[src/rtl/cim_fp_pkg.sv]
// Shared types and widths for the CIM block-floating-point input path.
package cim_fp_pkg;

  localparam int EXP_W = 5;
  localparam int MAN_W = 2;
  localparam int GUARD = 4;
  localparam int MAG_W = 1 + MAN_W + GUARD;
  localparam int OUT_W = 1 + MAG_W;

  typedef struct packed {
    logic             sign;
    logic [EXP_W-1:0] exp;
    logic [MAN_W-1:0] mant;
  } fp8_t;

  typedef enum logic {
    COLLECT = 1'b0,
    EMIT    = 1'b1
  } prealign_state_t;

endpackage

[src/rtl/fp_align_shift.sv]
// Aligns one E5M2 operand to a block exponent as a signed fixed-point value.
module fp_align_shift
  import cim_fp_pkg::*;
(
  input  fp8_t                    op_i,
  input  logic [EXP_W-1:0]        exp_max_i,
  output logic signed [OUT_W-1:0] data_o
);

  logic [EXP_W-1:0] diff;
  logic [MAG_W-1:0] mag;
  logic [MAG_W-1:0] mag_sh;
  logic [OUT_W-1:0] pos;

  always_comb begin
    diff   = exp_max_i - op_i.exp;
    mag    = {1'b1, op_i.mant, {GUARD{1'b0}}};
    mag_sh = '0;
    // Denormals flush; shifts of MAG_W or more leave nothing of the mantissa.
    if (op_i.exp != '0 && diff < EXP_W'(MAG_W)) begin
      mag_sh = mag >> diff;
    end
    pos    = {1'b0, mag_sh};
    data_o = op_i.sign ? -pos : pos;
  end

endmodule

[src/rtl/fp_prealign.sv]
// Block-floating-point pre-aligner: gathers N operands, finds the block max
// exponent, then streams each operand aligned to it (or raw in integer mode).
//
// state   | meaning
// --------+-----------------------------------------------------------
// COLLECT | accepting operands into the buffer, tracking running max exp
// EMIT    | streaming aligned operands; input side stalled
module fp_prealign
  import cim_fp_pkg::*;
#(
  parameter int N = 8
) (
  input  logic             clk,
  input  logic             RSTN,
  input  logic             InFp,
  input  logic             in_valid,
  output logic             in_ready,
  input  logic [7:0]       in_data,
  output logic             out_valid,
  input  logic             out_ready,
  output logic [OUT_W-1:0] out_data,
  output logic             out_last,
  output logic [EXP_W-1:0] exp_max
);

  localparam int CNT_W = (N > 1) ? $clog2(N) : 1;
  localparam logic [CNT_W-1:0] LAST = CNT_W'(N - 1);

  prealign_state_t  state_q, state_d;
  logic [CNT_W-1:0] count_q, count_d;
  logic [EXP_W-1:0] exp_max_q, exp_max_d;
  logic             mode_q, mode_d;
  logic             wr_en;
  logic [7:0]       opbuf_q [N];
  logic [7:0]       cur_op;
  fp8_t             in_op;
  logic signed [OUT_W-1:0] aligned;

  assign in_op  = fp8_t'(in_data);
  assign cur_op = opbuf_q[count_q];

  fp_align_shift u_align (
    .op_i      (fp8_t'(cur_op)),
    .exp_max_i (exp_max_q),
    .data_o    (aligned)
  );

  always_comb begin
    state_d   = state_q;
    count_d   = count_q;
    exp_max_d = exp_max_q;
    mode_d    = mode_q;
    wr_en     = 1'b0;
    unique case (state_q)
      COLLECT: begin
        if (in_valid) begin
          wr_en   = 1'b1;
          count_d = count_q + CNT_W'(1);
          if (count_q == '0) begin
            mode_d    = InFp;
            exp_max_d = in_op.exp;
          end else if (in_op.exp != '0 && in_op.exp > exp_max_q) begin
            exp_max_d = in_op.exp;
          end
          if (count_q == LAST) begin
            state_d = EMIT;
            count_d = '0;
          end
        end
      end
      EMIT: begin
        if (out_ready) begin
          count_d = count_q + CNT_W'(1);
          if (count_q == LAST) begin
            state_d = COLLECT;
            count_d = '0;
          end
        end
      end
      default: state_d = COLLECT;
    endcase
  end

  always_ff @(posedge clk) begin
    if (!RSTN) begin
      state_q   <= COLLECT;
      count_q   <= '0;
      exp_max_q <= '0;
      mode_q    <= 1'b0;
    end else begin
      state_q   <= state_d;
      count_q   <= count_d;
      exp_max_q <= exp_max_d;
      mode_q    <= mode_d;
    end
  end

  // Buffer contents are only observed in EMIT, so they need no reset.
  always_ff @(posedge clk) begin
    if (wr_en) begin
      opbuf_q[count_q] <= in_data;
    end
  end

  assign in_ready  = (state_q == COLLECT);
  assign out_valid = (state_q == EMIT);
  assign out_last  = (state_q == EMIT) && (count_q == LAST);
  assign out_data  = (state_q != EMIT) ? '0 : (mode_q ? aligned : cur_op);
  assign exp_max   = mode_q ? exp_max_q : '0;

endmodule

[config.mk]
export PLATFORM = sky130hd
export DESIGN_NAME = fp_prealign
export DESIGN_NICKNAME = d
export VERILOG_FILES = /design/src/rtl/cim_fp_pkg.sv /design/src/rtl/fp_align_shift.sv /design/src/rtl/fp_prealign.sv
export SDC_FILE = /design/constraint.sdc
export NUM_CORES = 1
export LEC_CHECK = 0
export CORE_UTILIZATION = 50
export CTS_CLUSTER_SIZE = 16
export DETAILED_ROUTE_END_ITERATION = 10
export GPL_ROUTABILITY_DRIVEN = 0
export PLACE_DENSITY = 0.7
export SLEW_MARGIN = 20
export SYNTH_ARGS = -nofsm -noshare
export SYNTH_HDL_FRONTEND = slang
export SYNTH_SLANG_ARGS = --single-unit
[constraint.sdc]
create_clock -name clk -period 6.2 [get_ports clk]
set_input_delay 1.24 -clock clk [delete_from_list [all_inputs] [get_ports clk]]
set_output_delay 1.24 -clock clk [all_outputs]
set_load 0.01 [all_outputs]
==> out/qor.csv, run 1 <==
metric,value,unit
preCtsSetupSlack,0.179,ns
fmax,174,MHz
yosysWarnings,0,
holdPathEnd,exp_max_q[2]$_SDFFE_PN0P_,
dr.pass1.iters,4,
rsz0062_at_grt,false,
crit_path_frequent_cell,a21oi_1,
slowest_delay,0.58,ns
dpl_cell_area,0.00425,mm²
multiInputGateArea,0.00159,mm²
clock-sinks,77,
clkLatencyLatePin,0.34,ns
instances_no_fill,426,
hold_start,exp_max_q[2]$_SDFFE_PN0P_,
grtUsageTotal,20.5,%
hpwl,5450,µm
slew_headroom,35.4,%
holdWs,0.569,ns
ys_types,57,
cts_hold_buf,0,
fp.dieArea,0.00812,mm²
postSynthAreaPerCell,13.6,µm²
path_clk_slew,0.08,ns
finalSetupViolations,0,
yosysTopAreaCellShare,49.5,%
vias_per_cell,5.71,
initial_core_util,52.6,%
critical_path.cell_chain,buf_4 -> mux4_2 -> mux2i_2 -> ha_1 -> a21o_1 -> a21oi_1 -> xnor2_2 -> and4_4 -> a21oi_4 -> or3_1 -> ha_2 -> a21oi_1 -> a221oi_1 -> clkdlybuf4s50_1,
crit_arrival,4.50,ns
cts_tree,done,
r2r_start,out_valid$_SDFF_PN0_,
crit_fanout,13,
ys_async_sr_fraction,0,%
grt_overflow,0,
finish.instance_area,0.00450,mm²
cp_num_buf_inv,2,
grt_first_pass_wirelength,12600,µm
antenna_left,0,
worst_r2r_endpoint,opbuf_q[4][3]$_DFFE_PP_,
leakage,0.00155,µW
wl_per_cell,17.9,µm
cts_buffers,9,
drc,0,
worstSetupPathType,reg -> out,
critPathTopFamily,compound AO/OA/AOI/OAI gates,
endpoint_kind,output pin,
clock_skew,0.00977,ns
die_h,90.1,µm
yosys.area.top_type,edfxtp_1,
nets,349,
regArea,0.00218,mm²
drv_cap,0,
power.density,271,mW/mm²
period_minus_slack,5.74,ns
cts_buffer_depth,2,
first_iter_violations,128,
synth_nets,313,
ir_drop,0.161,mV
hold_depth,2,
ios,29,
outcome,completed,
synth-seq-cells,77,
grt_max_degree,15,
netlist_area,0.00388,mm²
fillCellCount,578,
crit_slowest_cell,clkdlybuf4s50_1,
hold_viol,0,
report.final.slew_viol_count,0,
die_x,90.1,µm
hold_class,reg -> reg,
setup_slack,0.460,ns
clockRootBuffer,clkbuf_8,
drt_wl_total,7620,µm
vias,2431,
ff2ff_path_depth,3,
rrSetupSlack,4.03,ns
period_share,92.6,%
synth_ff_type,edfxtp_1,
dp_cells,408,
grt_pass1_vias,2422,
htreeDepth,3,
synth_most_common_cell,edfxtp_1,
rows,31,
syn_inst,286,
yosysSeqAreaShare,56.2,%
area_growth,16.0,%
cp_data_required_time,4.96,ns
synth_common_cells,"edfxtp_1, nor2_1, nand2_1, mux2i_1, inv_1",
synth_area_leaders,"edfxtp_1, dfxtp_1, mux4_2",
io_buffers,28,
final.setup.tns,0,ns
antenna_found_initial,0,
worstSetupStartpointType,flop,
drive_gt1_share,15.6,%
diodes,0,
core,0.00737,mm²
synth_edf_count,64,
tightest_slew,0.963,ns
## worst register-to-register path: cells and delay by family (launching register included)
kind | cells | cell delay (ns)
simple gates | 3 | 1.37
flops | 1 | 0.42
## registers in the layout, summed over array words and instances, names as in the netlist, named ones only
register and count:
count_q 3, out_valid 1, exp_max_q 5, mode_q 1, opbuf_q 64
## worst max-delay path by stage
| stage | start | endpoint | cells past startpoint |
|---|---|---|---|
| after floorplan | flop | out_data[4] | 17 |
| after detailed placement | flop | out_data[4] | 16 |
| after CTS | flop | out_data[4] | 18 |
| after global routing | flop | out_data[6] | 15 |
| final | flop | out_data[1] | 14 |
| after global placement | flop | out_data[4] | 16 |
## what timing repair did
action | 4_1_cts | 5_1_grt
setup buffers | 0 | 2
pin swaps | 0 | 2
endpoints found under the setup margin | 1 | 2
gates resized for setup | 5 | 6
## through the flow
stage,power (µW),util (%)
global placement,831,57.6
finish,1220,61.1
global route,1270,61.1
detailed placement,836,57.6
CTS,1210,60.6
floorplan,785,-
## area by class of cell
| class | count | share of cell area (%) |
|---|---|---|
| Inverter | 15 | 1.25 |
| Tap cell | 99 | 2.75 |
| Sequential cell | 77 | 48.5 |
| Clock buffer | 10 | 2.84 |
| Clock inverter | 6 | 1.53 |
| Multi-Input combinational cell | 182 | 35.3 |
| Timing Repair Buffer | 37 | 7.78 |
## where the power goes
| part | switching [µW] | internal, µW |
|---|---|---|
| Sequential | 9.62 | 573 |
| Clock | 186 | 189 |
| Combinational | 148 | 113 |
## routing by layer
metal / wire length, µm / global-route usage (%) / up-vias / part of all wire (%)
met2: 3690 / 33.0 / 59 / 48
met1: 3470 / 28.0 / 1203 / 46
li1: - / - / 1157 / -
met3: 340 / 4.48 / 12 / 4.5
met4: 121 / 6.18 / 0 / 1.6
met5: 0 / 0 / - / 0
## layout by cell type, fill, tap and decap left out, types with 8 or more instances in the layout
| cell type | count |
|---|---|
| inv_1 | 14 |
| edfxtp_1 | 64 |
| mux4_2 | 8 |
| buf_4 | 9 |
| nor2_1 | 20 |
| dfxtp_1 | 11 |
| nand2_1 | 17 |
| a21oi_1 | 13 |
| mux2i_1 | 12 |
| clkdlybuf4s50_1 | 27 |
| clkbuf_8 | 9 |
| nor2b_1 | 11 |
| ha_1 | 12 |
## kinds of logic after synthesis
kind of cell               Yosys count  synth area share (%)
muxes                               32                  14.0
AOI/OAI and AO/OA                   50                  8.71
and+or+nand+nor                     79                  10.5
adders and majority gates           14                  4.71
buffers and inverters               27                  4.06
xor gates and xnor gates             7                  1.77
DFF                                 77                  56.2
No activity file was read; power rests on OpenSTA's default activity.
==> inputs of run 2 (changes only) <==
--- a/config.mk
+++ b/config.mk
@@ -10,7 +10,7 @@
 export DETAILED_ROUTE_END_ITERATION = 10
 export GPL_ROUTABILITY_DRIVEN = 0
 export PLACE_DENSITY = 0.7
-export SLEW_MARGIN = 20
+export SLEW_MARGIN = 25
 export SYNTH_ARGS = -nofsm -noshare
 export SYNTH_HDL_FRONTEND = slang
 export SYNTH_SLANG_ARGS = --single-unit
==> results of run 2 <==
No change in the layout: final DEF, timing and power equal those of run 1.
==> inputs of run 3 (changes only) <==
--- a/config.mk
+++ b/config.mk
@@ -5,11 +5,10 @@
 export SDC_FILE = /design/constraint.sdc
 export NUM_CORES = 1
 export LEC_CHECK = 0
-export CORE_UTILIZATION = 50
+export CORE_UTILIZATION = 40
 export CTS_CLUSTER_SIZE = 16
 export DETAILED_ROUTE_END_ITERATION = 10
 export GPL_ROUTABILITY_DRIVEN = 0
-export PLACE_DENSITY = 0.7
 export SLEW_MARGIN = 25
 export SYNTH_ARGS = -nofsm -noshare
 export SYNTH_HDL_FRONTEND = slang
==> constraint.sdc (replaced) <==
create_clock -name clk -period 7.15 [get_ports clk]
set_input_delay 1.43 -clock clk [delete_from_list [all_inputs] [get_ports clk]]
set_output_delay 1.43 -clock clk [all_outputs]
set_load 0.01 [all_outputs]
==> run 3 against run 2 <==
Compared with the run above: hold slack got worse by 0.0066 ns; sequential power fell by 13%; combinational power fell by 20%; sequential cell count did not move; highest routed layer unchanged; register-to-register slack improved by 0.93 ns.
==> out/qor.csv, run 3 (same netlist as run 1, synthesis figures left out) <==
metric,value,unit,change
outcome,completed,,
clockRootBuffer,clkbuf_8,,
period_share,95.0,%,
leakage,0.00152,µW,-2.5%
rsz0062_at_grt,false,,
grtUsageTotal,17.3,%,-3.2 points
final_core_util,48.2,%,-13 points
grt_first_pass_wirelength,12600,µm,-0.66%
initial_core_util,41.6,%,-11 points
layout_common_cells,"edfxtp_1, clkdlybuf4s50_1, nor2_1",,
path_clk_slew,0.07,ns,about the same
drv_cap,0,,unchanged
post_cts_resize_count,0,,-5
drive_gt1_share,10.9,%,-4.7 points
finalSetupViolations,0,,unchanged
nets,344,,-1.4%
ff2ff_path_depth,3,,unchanged
cp_data_required_time,5.72,ns,+0.76 ns
vias,2398,,-1.4%
final.setup.tns,0,ns,unchanged
hpwl,5460,µm,+0.32%
clock-sinks,77,,unchanged
finish.instance_area,0.00449,mm²,-0.17%
core,0.00933,mm²,+27%
hold_depth,2,,unchanged
wl_per_cell,17.5,µm,-2.2%
fmax,147,MHz,
cts_setup_buffers,0,,unchanged
clock_skew,0.0101,ns,+0.000342 ns
grt_overflow,0,,unchanged
drc,0,,unchanged
report.final.slew_viol_count,0,,unchanged
worstSetupStartpointType,flop,,
die_h,100,µm,+12%
fillCellCount,816,,+41%
crit_arrival,5.36,ns,+0.86 ns
vias_per_cell,5.32,,-6.8%
htreeDepth,3,,unchanged
cts_buffers,9,,unchanged
crit_slowest_cell,mux4_1,,
rows,35,,+13%
cts_hold_buf,0,,unchanged
period_minus_slack,6.79,ns,
grt_max_degree,15,,unchanged
worstSetupPathType,reg -> out,,
power.density,246,mW/mm²,-9.3%
io_buffers,28,,unchanged
cts_buffer_depth,2,,unchanged
slowest_delay,0.62,ns,+0.04 ns
max_flop_register,opbuf_q,,
die_x,100,µm,+12%
clkLatencyLatePin,0.35,ns,about the same
multiInputGateArea,0.00155,mm²,-2.8%
fp.dieArea,0.0101,mm²,+24%
largest_reg_flops,64,,unchanged
crit_fanout,13,,unchanged
diodes,0,,unchanged
top_regs,"opbuf_q x64, exp_max_q x5, count_q x3",,
holdWs,0.562,ns,-0.00662 ns
mostFrequentLayoutCell,edfxtp_1,,
area_growth,15.8,%,
hold_class,reg -> reg,,
ios,29,,unchanged
cts_tree,done,,
tightest_slew,0.995,ns,+0.0320 ns
dr.pass1.iters,4,,unchanged
antenna_left,0,,unchanged
drt_wl_total,7900,µm,+3.6%
endpoint_kind,output pin,,
dpl_cell_area,0.00426,mm²,+0.24%
slew_headroom,33.4,%,-2.0 points
ir_drop,0.130,mV,-19%
antenna_found_initial,0,,unchanged
hold_viol,0,,unchanged
grt_pass1_vias,2280,,-5.9%
first_iter_violations,89,,-30%
regArea,0.00218,mm²,-0.11%
critical_path.cell_chain,mux4_1 -> mux2i_1 -> inv_1 -> ha_1 -> inv_1 -> fa_1 -> a21o_1 -> a21oi_1 -> xnor2_1 -> and4_4 -> a21oi_4 -> or3_1 -> ha_1 -> and2_1 -> a221oi_1 -> xnor2_1 -> a21oi_1 -> clkdlybuf4s50_1,,
-- run 3: cell count changes in the layout (fill, tap and decap cells not counted), sizes merged --
cell and change:
buf -5, bufinv +2, inv -2, clkbuf -1, clkdlybuf4s50 +1, clkinv +1
dlymetal6s2s -1
-- run 3: cell type report --
cell class	instances	area share [%]
clock inverter	7	2.53
inverter	15	1.25
sequential	77	48.6
timing repair buffer	32	6.91
multi-input combinational	182	34.4
clock buffer	9	2.76
tap	129	3.59
-- run 3: final timing paths --
| kind | start | endpoint | slack (ns) |
|---|---|---|---|
| min | exp_max_q[4]$_SDFFE_PN0P_ | exp_max_q[4]$_SDFFE_PN0P_ | 0.56 |
| max reg2reg | out_valid$_SDFF_PN0_ | opbuf_q[1][6]$_DFFE_PP_ | 4.96 |
| min reg2reg | exp_max_q[4]$_SDFFE_PN0P_ | exp_max_q[4]$_SDFFE_PN0P_ | 0.56 |
| max | flop | out_data[4] | 0.36 |
-- run 3: metrics by stage --
step | std cells | worst slack [ns] | total power (µW)
6_report | 451 | 0.360 | 1100
4_1_cts | 451 | 0.286 | 1110
5_1_grt | 451 | 0.0139 | 1150
2_1_floorplan | 286 | 1.78 | 681
3_5_place_dp | 435 | 0.693 | 724
3_3_place_gp | 435 | 0.795 | 722
-- run 3: critical path, delay by kind of cell, from the launching register on --
kind / cells / cell delay, ns
mux: 2 / 0.91
simple gates: 3 / 0.89
buf+inv: 3 / 0.72
compound gates: 5 / 0.72
fa+ha+maj: 3 / 0.70
flops: 1 / 0.59
xor+xnor: 2 / 0.48
-- run 3: where the power goes --
part / switching, µW / internal [µW] / leakage, µW / total [µW]
logic: 123 / 86.9 / 0.000714 / 210
registers: 9.98 / 497 / 0.000688 / 507
clock network: 156 / 230 / 0.000115 / 386
-- run 3: layer usage --
metal	track usage, %	routed length [µm]	vias to the layer above	share of wire [%]
li1	-	-	1151	-
met1	23.1	3650	1186	46
met2	27.9	3770	51	48
met3	4.09	362	10	4.6
met4	6.02	115	0	1.5
met5	0	0	-	0
